[config.mk]
export PLATFORM = sky130hd
export DESIGN_NAME = redundancy_ctrl_flat
export DESIGN_NICKNAME = d
export VERILOG_FILES = /design/src/rtl/redundancy_pkg.sv /design/src/rtl/redundancy_ctrl_if.sv /design/src/rtl/redundancy_ctrl_run_counter.sv /design/src/rtl/redundancy_ctrl.sv /design/src/flat_wrapper.sv
export SDC_FILE = /design/constraint.sdc
export NUM_CORES = 1
export LEC_CHECK = 0
export BUFFER_PORTS_ARGS = -buffer_cell sky130_fd_sc_hd__buf_4
export CAP_MARGIN = 40
export CORE_MARGIN = 2
export CORE_UTILIZATION = 55
export CTS_CLUSTER_SIZE = 40
export DETAILED_ROUTE_END_ITERATION = 8
export GPL_TIMING_DRIVEN = 0
export PLACE_DENSITY_LB_ADDON = 0.2
export SYNTH_ARGS = -nofsm -noshare
export SYNTH_HDL_FRONTEND = slang
export SYNTH_SLANG_ARGS = --single-unit
[constraint.sdc]
create_clock -name clk -period 2.8 [get_ports clk]
set_input_delay 0.14 -clock clk [delete_from_list [all_inputs] [get_ports clk]]
set_output_delay 0.14 -clock clk [all_outputs]
set_load 0.02 [all_outputs]
[src/rtl/redundancy_pkg.sv]
// redundancy_pkg: shared types and constants for the dual-port failover controller.
package redundancy_pkg;

    // Controller states; the encoding is visible to software through the state readback.
    typedef enum logic [1:0] {
        STABLE = 2'd0,
        HOLD   = 2'd1,
        DRAIN  = 2'd2,
        SWITCH = 2'd3
    } state_e;

    // Mux select values: 0 bridges port 1, 1 bridges port 2.
    localparam logic SEL_P1 = 1'b0;
    localparam logic SEL_P2 = 1'b1;

    // Width needed to count 0..terminal-1, never narrower than one bit.
    function automatic int counterWidth(input int terminal);
        int w;
        w = $clog2(terminal);
        return (w < 1) ? 1 : w;
    endfunction

endpackage

[src/rtl/redundancy_ctrl_if.sv]
// redundancy_ctrl_if: link/force inputs and select/status outputs of the failover controller.
interface redundancy_ctrl_if;

    logic        link1;
    logic        link2;
    logic        up_busy;
    logic        force_en;
    logic        force_sel;
    logic        revert_en;
    logic        select;
    logic        switch_pulse;
    logic [1:0]  state;
    logic [15:0] switch_count;

    // The GPIO/software side drives link and force bits and reads back status.
    modport master (
        output link1, link2, up_busy, force_en, force_sel, revert_en,
        input  select, switch_pulse, state, switch_count
    );

    // The controller consumes link and force bits and produces the mux select and status.
    modport slave (
        input  link1, link2, up_busy, force_en, force_sel, revert_en,
        output select, switch_pulse, state, switch_count
    );

endinterface

[src/rtl/redundancy_ctrl_run_counter.sv]
// run_counter: counts consecutive qualifying cycles and flags the terminal count.
module run_counter
    import redundancy_pkg::*;
#(
    parameter int TERMINAL = 4
) (
    input  logic clk,
    input  logic rst,
    input  logic clear,
    input  logic inc,
    output logic done
);

    localparam int             W    = counterWidth(TERMINAL);
    localparam logic [W-1:0]   LAST = W'(TERMINAL - 1);

    logic [W-1:0] countQ;
    logic [W-1:0] countD;

    // Clear wins over increment; the count parks at the terminal value instead of wrapping.
    always_comb begin
        countD = countQ;
        if (clear) begin
            countD = '0;
        end else if (inc && (countQ != LAST)) begin
            countD = countQ + W'(1);
        end
    end

    // Count register.
    always_ff @(posedge clk or posedge rst) begin
        if (rst) begin
            countQ <= '0;
        end else begin
            countQ <= countD;
        end
    end

    assign done = (countQ == LAST);

endmodule

[src/rtl/redundancy_ctrl.sv]
// redundancy_ctrl: picks which downstream port feeds the upstream PHY, switching only
// after a debounced request and an idle gap on the upstream receive path.
module redundancy_ctrl
    import redundancy_pkg::*;
#(
    parameter int HOLD_CYCLES   = 12500000,
    parameter int IDLE_CYCLES   = 16,
    parameter int DRAIN_TIMEOUT = 1250000
) (
    input logic              clk,
    input logic              rst,
    redundancy_ctrl_if.slave bus
);

    localparam logic [15:0] COUNT_MAX = 16'hFFFF;

    state_e      stateQ;
    state_e      stateD;
    logic        selectQ;
    logic        selectD;
    logic        pulseQ;
    logic        pulseD;
    logic [15:0] switchCountQ;
    logic [15:0] switchCountD;

    logic want;
    logic request;
    logic holdClear;
    logic holdInc;
    logic holdDone;
    logic idleClear;
    logic idleInc;
    logic idleDone;
    logic toClear;
    logic toInc;
    logic toDone;

    // Desired port: force wins, otherwise leave a port only when the other one is usable;
    // with both links down the current choice is kept.
    always_comb begin
        want = selectQ;
        if (bus.force_en) begin
            want = bus.force_sel;
        end else if (selectQ == SEL_P1) begin
            want = (!bus.link1 && bus.link2) ? SEL_P2 : SEL_P1;
        end else begin
            want = (bus.link1 && (bus.revert_en || !bus.link2)) ? SEL_P1 : SEL_P2;
        end
    end

    assign request = (want != selectQ);

    // Counters are held at zero outside their own state, so each entry starts fresh.
    assign holdClear = (stateQ != HOLD);
    assign holdInc   = (stateQ == HOLD) && request;
    assign idleClear = (stateQ != DRAIN) || bus.up_busy;
    assign idleInc   = (stateQ == DRAIN) && !bus.up_busy;
    assign toClear   = (stateQ != DRAIN);
    assign toInc     = (stateQ == DRAIN);

    run_counter #(.TERMINAL(HOLD_CYCLES)) uHoldCounter (
        .clk   (clk),
        .rst   (rst),
        .clear (holdClear),
        .inc   (holdInc),
        .done  (holdDone)
    );

    run_counter #(.TERMINAL(IDLE_CYCLES)) uIdleCounter (
        .clk   (clk),
        .rst   (rst),
        .clear (idleClear),
        .inc   (idleInc),
        .done  (idleDone)
    );

    run_counter #(.TERMINAL(DRAIN_TIMEOUT)) uTimeoutCounter (
        .clk   (clk),
        .rst   (rst),
        .clear (toClear),
        .inc   (toInc),
        .done  (toDone)
    );

    // State register together with the registered select, strobe and switch count.
    always_ff @(posedge clk or posedge rst) begin
        if (rst) begin
            stateQ       <= STABLE;
            selectQ      <= SEL_P1;
            pulseQ       <= 1'b0;
            switchCountQ <= '0;
        end else begin
            stateQ       <= stateD;
            selectQ      <= selectD;
            pulseQ       <= pulseD;
            switchCountQ <= switchCountD;
        end
    end

    // Next state: debounce link-driven requests, skip debounce when forced, then wait for idle.
    always_comb begin
        stateD = stateQ;
        case (stateQ)
            STABLE: begin
                if (request) begin
                    stateD = bus.force_en ? DRAIN : HOLD;
                end
            end
            HOLD: begin
                if (!request) begin
                    stateD = STABLE;
                end else if (bus.force_en || holdDone) begin
                    stateD = DRAIN;
                end
            end
            DRAIN: begin
                if (!request) begin
                    stateD = STABLE;
                end else if ((idleDone && !bus.up_busy) || toDone) begin
                    stateD = SWITCH;
                end
            end
            SWITCH: begin
                stateD = STABLE;
            end
            default: begin
                stateD = STABLE;
            end
        endcase
    end

    // Output updates: the select flips and the count advances only when leaving SWITCH.
    always_comb begin
        selectD      = selectQ;
        switchCountD = switchCountQ;
        pulseD       = 1'b0;
        if (stateQ == SWITCH) begin
            selectD = ~selectQ;
            pulseD  = 1'b1;
            if (switchCountQ != COUNT_MAX) begin
                switchCountD = switchCountQ + 16'd1;
            end
        end
    end

    assign bus.select       = selectQ;
    assign bus.switch_pulse = pulseQ;
    assign bus.state        = stateQ;
    assign bus.switch_count = switchCountQ;

endmodule
[src/flat_wrapper.sv]
// flat-port wrapper written by rule: the top's interface ports become plain ports
module redundancy_ctrl_flat import redundancy_pkg::*;
#(
    parameter int HOLD_CYCLES   = 12500000,
    parameter int IDLE_CYCLES   = 16,
    parameter int DRAIN_TIMEOUT = 1250000
)
  (clk, rst, bus_link1, bus_link2, bus_up_busy, bus_force_en, bus_force_sel, bus_revert_en, bus_select, bus_switch_pulse, bus_state, bus_switch_count);
  redundancy_ctrl_if bus_i ();
  input logic clk;
  input logic rst;
  input wire logic [$bits(bus_i.link1)-1:0] bus_link1;
  input wire logic [$bits(bus_i.link2)-1:0] bus_link2;
  input wire logic [$bits(bus_i.up_busy)-1:0] bus_up_busy;
  input wire logic [$bits(bus_i.force_en)-1:0] bus_force_en;
  input wire logic [$bits(bus_i.force_sel)-1:0] bus_force_sel;
  input wire logic [$bits(bus_i.revert_en)-1:0] bus_revert_en;
  output wire logic [$bits(bus_i.select)-1:0] bus_select;
  output wire logic [$bits(bus_i.switch_pulse)-1:0] bus_switch_pulse;
  output wire logic [$bits(bus_i.state)-1:0] bus_state;
  output wire logic [$bits(bus_i.switch_count)-1:0] bus_switch_count;
  assign bus_i.link1 = bus_link1;
  assign bus_i.link2 = bus_link2;
  assign bus_i.up_busy = bus_up_busy;
  assign bus_i.force_en = bus_force_en;
  assign bus_i.force_sel = bus_force_sel;
  assign bus_i.revert_en = bus_revert_en;
  assign bus_select = bus_i.select;
  assign bus_switch_pulse = bus_i.switch_pulse;
  assign bus_state = bus_i.state;
  assign bus_switch_count = bus_i.switch_count;
  redundancy_ctrl #(.HOLD_CYCLES(HOLD_CYCLES), .IDLE_CYCLES(IDLE_CYCLES), .DRAIN_TIMEOUT(DRAIN_TIMEOUT)) u_core (.clk(clk), .rst(rst), .bus(bus_i));
endmodule
==> results.ini <==
[status]
status = finished clean

[cells_and_area]
area_delta_synth_final_pct = 14.9
fill_cells = 522
layout.nets = 425
antenna_cells = 0
drive_above_1_share_pct = 12.7

[clock_tree]
cts_tree = built
clockBufferDepth = 2
htree_levels = 3
clockRootBuffer = clkbuf_8
holdBufCountCts = 2
post_cts_buffers = 0
cts-resized-gates = 0
numCtsBuffers = 9
clk_pin_slew_worst_paths_ps = 70
cts.sinks = 69
clk_latency_ps = 330

[critical_path]
r2r_cells = 7
r2r_end = u_core.uHoldCounter.countQ[7]
cp_slowest_cell = nor3_1
rrSetupSlack_ps = 280
critical_path_class = reg -> reg
setup.worst_path.start = u_core.uHoldCounter.countQ[0]
critPathMaxStageDelay_ps = 620
end_kind = register
crit_arrival_ps = 2730
crit_fanout = 10
critPathCapture = u_core.uHoldCounter.countQ[7]
cp.required_ps = 3010
r2r_start = u_core.uHoldCounter.countQ[0]
worstSetupStartpointType = register
crit_chain = ha_1, and4_1, nand4_1, nor3_1, clkbuf_1, nor4_1, mux2i_1

[pwr]
power_density_nw_per_um2 = 614
p_leak_nw = 1.73
peakVddDrop_uv = 472
power_mw = 2.53

[timing]
setup_violations = 0
period_minus_slack_ps = 2520
slew_viol_final = 0
worstMarginPinSlew_ps = 766
rsz0062_at_grt = no
relSlewSlack_pct = 48.5
report.final.hold_viol_count = 0
fmax_mhz = 397
timing.final.crit_share_pct = 90.0
finClkSkew_ps = 7.07
tns_ps = 0

[placement]
io_buffer_count = 27
dpl.hpwl_um = 5360
place_congestion = 0.813

[drt]
wirelength_um = 7640
first_pass_iters = 4
num_vias = 3009
drc = 0
dr.first_iter.drc_count = 224
wl_per_cell_um = 15.5
vias_per_cell = 6.09
final_antenna_net_count = 0

[die]
fp.dieW_um = 84.8
pin_count = 28
dieHeight_um = 84.8
rows = 29
start_util_pct = 56.9
die_area_um2 = 7190
core_um2 = 6310

[global_routing]
grt_max_degree = 54
grt_usage_pct = 23.4
grt_first_pass_wirelength_um = 13500
antenna_found_initial = 0
grt_pass1_vias = 2864
grt_overflow = 0

[logic_synthesis]
synth_common_cells = dfrtp_1, nor2_1, nand2_1
synth_edf_count = 0
synthFlopType = dfrtp_1
ys_warn_count = 0
async_flop_share_pct = 100
ys_seq_area_share_pct = 48.1
synth.top_cell.area_share_pct = 48.1
syn_nets = 384
synth_area_per_cell_um2 = 9.65
yosys.area.top_type = dfrtp_1
syn_area_um2 = 3590
yosys-top-cells-area = dfrtp_1, xor2_1, nor2_1, or4_1, xnor2_1
postSynthCellCount = 372
synth_seq_cells = 69
yosysUniqueCellTypes = 40
synth_most_common_cell = dfrtp_1

[job]
drv_cap = 0

[min_path]
hold_path.class = in -> reg

through the flow:
stage	instances	cell area (um2)	util [%]	setup WS (ps)	hold slack [ps]
after floorplan	372	3590	-	751	210
after global placement	476	3890	61.6	65.8	338
after detailed placement	477	3920	62.1	349	100
after CTS	494	4120	65.3	309	128
after global routing	494	4120	65.3	7.71	147
final	494	4120	65.3	281	150
worst min-delay path by stage:
stage	from	endpoint	slack, ps	depth (start not counted)
after floorplan	bus_up_busy	u_core.uIdleCounter.countQ[2]	210	1
after global placement	bus_up_busy	u_core.uIdleCounter.countQ[2]	340	2
after detailed placement	rst	u_core.uTimeoutCounter.countQ[9]	100	2
after CTS	bus_force_en	u_core.bus.state[0]	130	4
after global routing	bus_force_en	u_core.bus.state[0]	150	4
final	bus_force_en	u_core.bus.state[0]	150	4
critical path: cells and delay by family (launching register included):
family,cells,cell delay (ps)
DFF,1,410
and+or+nand+nor,4,1130
muxes,1,140
adders and majority gates,1,270
buffers and inverters,1,440
sequential cells by signal (all words and copies together) (netlist names):
signal / cells
u_core.bus.switch_count: 16
u_core.uTimeoutCounter.countQ: 21
u_core.bus.state: 2
u_core.uIdleCounter.countQ: 4
u_core.bus.switch_pulse: 1
u_core.bus.select: 1
u_core.uHoldCounter.countQ: 24
placed cells by master, fill, tap and decap left out, drive strengths merged:
cell         instances
or3                  4
o311a                1
o31ai               16
clkinv               1
nand2               25
inv                  8
mux2i                3
dfrtp               69
o2111ai              2
and4                 5
nor2b                2
buf                 33
nor3b                2
o21bai               1
dlygate4sd3          2
nor2                36
nor4bb               1
xnor2               15
xor2                23
a2111oi              1
or2                  4
ha                   4
or4                 19
nand4               19
nor4b                4
nor4                 9
and2                 3
mux2                 1
nand2b               5
clkbuf              22
nor3                 9
nand3               23
clkinvlp             2
a21oi               22
a31oi                3
a211oi               1
and3                 9
a41o                 2
o21ai                6
report_power, final:
group | switching, mW | internal (mW) | total, mW
combinational | 0.407 | 0.212 | 0.620
clock | 0.367 | 0.388 | 0.755
sequential | 0.0919 | 1.07 | 1.16
area by class of cell:
class	instances	area, um2	area share [%]
plain buffers	15	68.8	1.67
repair buffers	30	250	6.07
well taps	77	96.3	2.34
multi-input cells	280	1760	42.8
clock inverters	3	20.0	0.485
inverters	8	32.5	0.789
clock buffers	12	165	4.00
flip-flops and latches	69	1730	41.9
per-layer routing:
layer	up-vias	part of all wire [%]	global-route usage, %	wire [um]
met2	62	45	34.0	3450
li1	1455	-	-	-
met5	-	0	0	0
met1	1487	49	34.8	3770
met4	0	1.0	8.66	76
met3	5	4.4	4.62	336
kinds of logic after synthesis:
group,share of synthesized area (%)
AND/OR/NAND/NOR,27.6
flip-flops,48.1
AO/OA/AOI/OAI,9.76
XOR/XNOR,9.27
buffers and inverters,2.75
multiplexers,1.15
adder cells (fa/ha/maj),1.39
Power figures use the tool's default switching activity.
